File: src/rtl/serial_tx7.sv
// serial_tx7: framed parallel-to-serial transmitter for 7-bit words.
// Frame = start(0), 7 data bits LSB-first, even parity, stop(1); each bit
// lasts CLKS_PER_BIT clocks. tx/ready/done are all registered.
module serial_tx7 #(
  parameter int CLKS_PER_BIT = 4
) (
  input  logic       clock,
  input  logic       reset,
  input  logic [6:0] din,
  input  logic       enable,
  output logic       ready,
  output logic       tx,
  output logic       done
);

  localparam int CNT_W = (CLKS_PER_BIT > 1) ? $clog2(CLKS_PER_BIT) : 1;
  localparam logic [CNT_W-1:0] CNT_LAST = CNT_W'(CLKS_PER_BIT - 1);

  typedef enum logic [2:0] {
    S_IDLE,
    S_START,
    S_DATA,
    S_PARITY,
    S_STOP
  } state_t;

  state_t           state_q, state_d;
  logic [6:0]       shift_q, shift_d;
  logic [2:0]       bit_q, bit_d;
  logic [CNT_W-1:0] cnt_q, cnt_d;
  logic             parity_q, parity_d;
  logic             tx_q, tx_d;
  logic             ready_q, ready_d;
  logic             done_q, done_d;
  logic             bit_end;
  logic             load;

  assign bit_end = (cnt_q == CNT_LAST);

  // Next-state logic; tx is computed for the state being entered so the
  // registered output lines up exactly with the bit window.
  always_comb begin
    state_d  = state_q;
    shift_d  = shift_q;
    bit_d    = bit_q;
    cnt_d    = cnt_q;
    parity_d = parity_q;
    tx_d     = tx_q;
    ready_d  = ready_q;
    done_d   = 1'b0;
    load     = 1'b0;
    case (state_q)
      S_IDLE: begin
        tx_d    = 1'b1;
        ready_d = 1'b1;
        cnt_d   = '0;
        bit_d   = '0;
        load    = enable;
      end
      S_START: begin
        if (bit_end) begin
          state_d = S_DATA;
          cnt_d   = '0;
          tx_d    = shift_q[0];
        end else begin
          cnt_d = cnt_q + CNT_W'(1);
        end
      end
      S_DATA: begin
        if (bit_end) begin
          cnt_d   = '0;
          shift_d = {1'b0, shift_q[6:1]};
          if (bit_q == 3'd6) begin
            state_d = S_PARITY;
            bit_d   = '0;
            tx_d    = parity_q;
          end else begin
            bit_d = bit_q + 3'd1;
            tx_d  = shift_q[1];
          end
        end else begin
          cnt_d = cnt_q + CNT_W'(1);
        end
      end
      S_PARITY: begin
        if (bit_end) begin
          state_d = S_STOP;
          cnt_d   = '0;
          tx_d    = 1'b1;
        end else begin
          cnt_d = cnt_q + CNT_W'(1);
        end
      end
      S_STOP: begin
        if (bit_end) begin
          // Frame ends here: done pulses even if the next frame chains in.
          state_d = S_IDLE;
          cnt_d   = '0;
          tx_d    = 1'b1;
          ready_d = 1'b1;
          done_d  = 1'b1;
          load    = enable;
        end else begin
          cnt_d = cnt_q + CNT_W'(1);
        end
      end
      default: begin
        state_d = S_IDLE;
        tx_d    = 1'b1;
        ready_d = 1'b1;
      end
    endcase
    // Accepted load overrides the above: latch word and parity, start bit now.
    if (load) begin
      state_d  = S_START;
      shift_d  = din;
      parity_d = ^din;
      cnt_d    = '0;
      bit_d    = '0;
      tx_d     = 1'b0;
      ready_d  = 1'b0;
    end
  end

  // State and output registers with asynchronous reset to the idle line state.
  always_ff @(posedge clock or posedge reset) begin
    if (reset) begin
      state_q  <= S_IDLE;
      shift_q  <= '0;
      bit_q    <= '0;
      cnt_q    <= '0;
      parity_q <= 1'b0;
      tx_q     <= 1'b1;
      ready_q  <= 1'b1;
      done_q   <= 1'b0;
    end else begin
      state_q  <= state_d;
      shift_q  <= shift_d;
      bit_q    <= bit_d;
      cnt_q    <= cnt_d;
      parity_q <= parity_d;
      tx_q     <= tx_d;
      ready_q  <= ready_d;
      done_q   <= done_d;
    end
  end

  assign tx    = tx_q;
  assign ready = ready_q;
  assign done  = done_q;

endmodule

File: config.mk
export PLATFORM = sky130hd
export DESIGN_NAME = serial_tx7
export DESIGN_NICKNAME = d
export VERILOG_FILES = /design/src/rtl/serial_tx7.sv
export SDC_FILE = /design/constraint.sdc
export NUM_CORES = 1
export LEC_CHECK = 0
export BUFFER_PORTS_ARGS = -buffer_cell sky130_fd_sc_hd__buf_2
export CORE_MARGIN = 5
export CORE_UTILIZATION = 54
export CTS_BUF_LIST = sky130_fd_sc_hd__clkbuf_8 sky130_fd_sc_hd__clkbuf_16
export DETAILED_ROUTE_END_ITERATION = 8
export PLACE_DENSITY = 0.83
export SYNTH_ARGS = -nofsm -noshare
export SYNTH_HDL_FRONTEND = slang
export SYNTH_SLANG_ARGS = --single-unit
File: constraint.sdc
create_clock -name clock -period 2.15 [get_ports clock]
set_input_delay 0.1075 -clock clock [delete_from_list [all_inputs] [get_ports clock]]
set_output_delay 0.1075 -clock clock [all_outputs]
set_load 0.005 [all_outputs]
==> results of run 1 <==
## cell usage after synthesis, types with 2 or more instances
library cell,n
nor2_1,4
xor2_1,2
a21oi_1,4
mux2i_1,3
o21ai_0,7
mux2_4,12
o22ai_1,2
nand3b_1,2
buf_6,2
dfstp_2,2
clkbuf_1,2
nand3_1,4
nand2_1,5
nor2b_1,2
dfrtp_1,17
inv_1,6
a211oi_1,2
a22o_1,2
xnor2_1,6
## registers in the layout (all words and copies together) (netlist names)
name	count
tx	1
bit_q	3
state_q	3
shift_q	7
done	1
cnt_q	2
parity_q	1
ready	1
## worst max-delay path by stage
stage,startpoint,end,cells after the start
floorplan,cnt_q[0],shift_q[0],7
global placement,cnt_q[0],shift_q[4],5
detailed placement,state_q[1],shift_q[5],4
CTS,state_q[1],shift_q[5],4
global route,state_q[1],shift_q[2],4
finish,state_q[1],shift_q[5],4
## report_power, final
part	internal, µW	switching [µW]	leakage (µW)
combinational	473	385	0.000318
sequential	517	137	0.000237
clock	127	117	0.0000269
total	1120	639	0.000582
## worst register-to-register path, cell delays in order (launching register included)
cell and delay, ns:
dfrtp_1 0.50, nor2_4 0.25, and3_4 0.32, mux2_4 0.32
mux2_4 0.26
## cell families after synthesis
logic type,count (synthesis),share of synthesized area
XOR/XNOR,8,0.0609
buffers and inverters,11,0.0500
adder cells (fa/ha/maj),1,0.0109
AO/OA/AOI/OAI,23,0.133
multiplexers,15,0.183
flip-flops,19,0.415
AND/OR/NAND/NOR,28,0.148
## stage by stage
stage                     total power, µW  area (µm²)   util
after detailed placement             1520        1230  0.616
after global routing                 1870        1290  0.643
after CTS                            1760        1290  0.643
after floorplan                      1340        1150      -
after global placement               1460        1230  0.616
final                                1760        1290  0.643
## layout make-up
cell class	instances	area [µm²]	area share
flip-flops and latches	19	478	0.371
inverters	6	22.5	0.0175
multi-input cells	75	616	0.478
clock inverters	1	3.75	0.00292
repair buffers	16	92.6	0.0719
clock buffers	3	41.3	0.0321
well taps	27	33.8	0.0262
## cells in the final DEF (no fill, tap or decap), types with 2 or more instances in the layout
cell type	count
a211oi_1	2
inv_1	7
dfrtp_1	17
a22o_1	2
xnor2_1	6
buf_2	12
nor2b_1	2
o22ai_1	2
dfstp_2	2
nand2_1	5
mux2i_1	3
clkbuf_8	3
nand3b_1	2
a21oi_1	4
nor2_1	4
nand3_1	4
mux2_4	12
buf_4	3
xor2_1	2
o21ai_0	7
## metal layers
metal,GRT usage,share of wire,up-vias
met5,0,0,-
met4,0.0814,0.024,0
met3,0.0302,0.041,5
met2,0.255,0.52,23
met1,0.197,0.42,394
li1,-,-,399
## timing repair
action,4_1_cts,5_1_grt
setup endpoints to repair,0,0
hold endpoints to repair,17,0
hold buffers,1,0
gates resized for setup,0,0
==> impl_metrics.tcl, run 1 <==
set metrics [dict create \
    status "completed" \
    p_leak_uw 0.000582 \
    crit_path_end_kind "flop" \
    antenna_left 0 \
    synth_top_cell_area_share 0.370 \
    cts-root-buf "clkbuf_8" \
    ys_seq_elements 19 \
    row_count 16 \
    rsz0062_at_grt "false" \
    synth_top_area_cell "dfrtp_1" \
    die-area_mm2 0.00316 \
    dr.pass1.iters 4 \
    hold_viol_final 0 \
    vias 821 \
    finalNonFillerCells 147 \
    ff2ff_setup_slack_ns 0.38 \
    cts.sinks 19 \
    grt.total_usage 0.157 \
    min_to "shift_q[6]" \
    syn_nets 116 \
    drv_slew 0 \
    drv_cap 0 \
    cp_slowest_cell "dfrtp_1" \
    syn_to_final_growth_pct 11.8 \
    tightest_slew_ns 0.718 \
    postCtsSetupBuffers 0 \
    rr_endpoint "shift_q[5]" \
    crit_type "flop to flop" \
    ys_types 38 \
    nets 132 \
    critical-path-top-delay-family "multiplexers" \
    core_area_mm2 0.00200 \
    place.gp.congestion 0.808 \
    drt_iter0_drc 14 \
    crit_top_cell "mux2_4" \
    wl_mm 2.25 \
    synth_flop_cell "dfrtp_1" \
    clock_latency_ns 0.26 \
    dp_slack_ns 0.406 \
    crit_chain "nor2_4, and3_4, mux2_4, mux2_4" \
    drc 0 \
    wl_per_cell_um 15.3 \
    powerDensity_mw_per_mm2 1360 \
    start_util 0.575 \
    dp.cells 142 \
    yosysWarnings 0 \
    vdd_drop_max_uv 977 \
    die_x_um 56.2 \
    synth.area.top_cells "dfrtp_1, mux2_4, dfstp_2, xnor2_1, o21ai_0" \
    synthCells 105 \
    antenna_found_initial 0 \
    hold_depth 2 \
    htree_levels 1 \
    netlist_area_mm2 0.00115 \
    hold_ws_ns 0.106 \
    worst-path-max-fanout 10 \
    vias_per_cell 5.59 \
    critPathBufInv 0 \
    crit_arrival_ns 1.91 \
    reg2reg_depth 4 \
    async_flop_share 1.00 \
    grt_overflow 0 \
    chipHeight_um 56.2 \
    regToRegStartpoint "state_q[1]" \
    fin_worst_skew_ns 0.00294 \
    period_share 0.823 \
    setup_viol 0 \
    drive_above_1_share 0.308 \
    first_global_vias 796 \
    ys_seq_area_frac 0.415 \
    syn_avg_cell_area_um2 11.0 \
    finalSetupTns_ns 0 \
    max_clock_freq_ghz 0.565 \
    slew_headroom 0.521 \
    max_stage_delay_ns 0.50 \
    io_pins 13 \
    synth_edf_count 0 \
    n_antenna_cell 0 \
    n_fill_cell 159 \
    grt_pass1_wl_mm 3.81 \
    grt_max_degree 20 \
    cp.required_ns 2.30 \
    fin_crit_ns 1.77 \
    numCtsBuffers 3 \
    hpwlAfterDp_mm 1.73 \
    min-delay-start "din[6]" \
    clockBufferDepth 2 \
    fin_ws_ns 0.381 \
    start_kind "flop" \
    io_buffer_count 12 \
    cts_tree "done" \
    path_clk_slew_ns 0.07 \
    min_path_type "input port to flop" \
]
Power figures use the tool's default switching activity.
==> inputs of run 2 (changes only) <==
- CORE_UTILIZATION: 54 -> 51
- PLACE_DENSITY: 0.83 -> 0.82
- clock period: 2.15 -> 1.6 ns (I/O delays scaled with it)
==> run 2 against run 1 <==
  * The run now ends with negative setup slack left
  * Global-route usage is essentially flat
  * Maximum frequency grew 9.1%
  * Core utilization shrank 0.75 points
  * Count of clock-buffer cells in the layout is the same
  * Non-clock buffer count grew 9
  * Critical endpoint unchanged
  * Sequential power grew 31%
  * Via count grew 5.0%
  * First-iteration DRC count grew 100%
  * Critical path depth grew 1
  * Flip-flop and latch count is the same
  * Wire length grew 2.4%
  * Worst setup slack lost 0.40 ns
==> impl_metrics.tcl, run 2 (synthesis gave the netlist of run 1 again) <==
set metrics [dict create \
    crit_chain "ha_2, nand2b_4, and3_4, mux2_4, mux2_4" \
    antenna_left 0 \
    crit_arrival_ns 1.77 \
    crit_type "flop to flop" \
    hpwlAfterDp_mm 1.65 \
    grt_pass1_wl_mm 4.06 \
    wl_mm 2.30 \
    dr.pass1.iters 4 \
    place.gp.congestion 0.861 \
    htree_levels 1 \
    p_total_uw 2550 \
    drv_slew 0 \
    violations "negative setup slack" \
    switching_share 0.356 \
    p_leak_uw 0.000633 \
    tightest_slew_ns 0.717 \
    setup_viol 6 \
    top_register "shift_q" \
    internal_power_uw 1640 \
    worst-path-max-fanout 5 \
    vias_per_cell 5.46 \
    drv_cap 0 \
    max_stage_delay_ns 0.36 \
    finalSetupTns_ns -0.0509 \
    rsz0062_at_grt "true" \
    grt_overflow 0 \
    drt_iter0_drc 28 \
    combPwrFrac 0.533 \
    powerDensity_mw_per_mm2 1830 \
    wl_per_cell_um 14.6 \
    grt_max_degree 20 \
    cts.sinks 19 \
    row_count 17 \
    fin_ws_ns -0.0209 \
    first_global_vias 868 \
    max_clock_freq_ghz 0.617 \
    hold_viol_final 0 \
    min_path_type "input port to flop" \
    cp.required_ns 1.75 \
    vdd_drop_max_uv 1190 \
    fin_worst_skew_ns 0.00349 \
    p_switching_uw 909 \
    numCtsBuffers 3 \
    final_common_cell "dfrtp_1" \
    hold_ws_ns 0.0649 \
    nets 142 \
    largest_register_ffs 7 \
    status "finished with violations" \
    start_kind "flop" \
    pwr-share-seq 0.335 \
    core_area_mm2 0.00219 \
    crit_top_cell "mux2_4" \
    grt.total_usage 0.157 \
    drc 0 \
    start_util 0.525 \
    fin_crit_ns 1.62 \
    n_fill_cell 169 \
    drive_above_1_share 0.400 \
    io_buffer_count 12 \
    path_clk_slew_ns 0.07 \
    syn_to_final_growth_pct 21.0 \
    clockBufferDepth 2 \
    n_antenna_cell 0 \
    io_pins 13 \
    clock_latency_ns 0.26 \
    postCtsSetupBuffers 0 \
    cts-root-buf "clkbuf_8" \
    hold_depth 2 \
    die-area_mm2 0.00331 \
    antenna_found_initial 0 \
    reg2reg_depth 5 \
    die_x_um 57.5 \
    layout_common_cells "dfrtp_1, mux2_4, buf_2" \
    period_share 1.01 \
    reg_top3 "shift_q x7, bit_q x3, state_q x3" \
    vias 862 \
    cp_slowest_cell "dfrtp_1" \
    chipHeight_um 57.5 \
    power.clock.fraction 0.132 \
    cts_tree "done" \
    slew_headroom 0.521 \
    crit_path_end_kind "flop" \
]
==> run 2: through the flow <==
| step | utilization | setup WS [ns] | instance area [µm²] | cells |
|---|---|---|---|---|
| after floorplan | - | -0.142 | 1150 | 105 |
| after global placement | 0.601 | 0.0340 | 1320 | 152 |
| after detailed placement | 0.601 | -0.0514 | 1320 | 152 |
| after CTS | 0.630 | -0.0242 | 1380 | 158 |
| after global routing | 0.636 | -0.0625 | 1390 | 158 |
| final | 0.636 | -0.0209 | 1390 | 158 |
==> run 2: final timing paths <==
path / start / end / slack [ns]
worst min register to register: ready / ready / 0.47
worst max-delay path: cnt_q[1] / shift_q[5] / -0.02
worst min-delay path: din[6] / shift_q[6] / 0.06
worst max register to register: cnt_q[1] / shift_q[5] / -0.02
max in group asynchronous: reset / state_q[2] / 0.66
min in group asynchronous: reset / cnt_q[1] / 0.48
==> run 2: final cells by class <==
class | count | area (µm²) | share of cell area
clock buffer | 3 | 41.3 | 0.0296
clock inverter | 1 | 5.00 | 0.00359
inverter | 6 | 22.5 | 0.0162
multi-input combinational | 76 | 638 | 0.458
sequential | 19 | 478 | 0.343
tap | 28 | 35.0 | 0.0252
timing repair buffer | 25 | 173 | 0.124
==> run 2: worst max-delay path, delay by kind of cell, from the launching register on <==
kind                     cells  cell delay, ns
multiplexers                 2            0.58
flip-flops                   1            0.36
AND/OR/NAND/NOR              2            0.38
adder cells (fa/ha/maj)      1            0.19
==> run 2: repair_timing <==
item | in CTS | in global routing
hold buffers | 1 | 0
hold endpoints to repair | 17 | 0
gates cloned | 1 | 0
endpoints found under the setup margin | 6 | 8
pin swaps | 1 | 1
resized for setup | 0 | 3
==> run 2: per-layer routing <==
metal	global-route usage	up-vias	share of wire
met5	0	-	0
met4	0.0397	0	0.024
met3	0.0452	6	0.032
met2	0.268	15	0.51
met1	0.193	419	0.43
li1	-	422	-
==> run 2: power groups by stage <==
stage               combinational (µW)  sequential, µW  clock [µW]
floorplan                         1000             805           0
global placement                  1270             841           0
detailed placement                1320             855           0
CTS                               1340             851         340
global route                      1490             875         368
finish                            1360             853         337
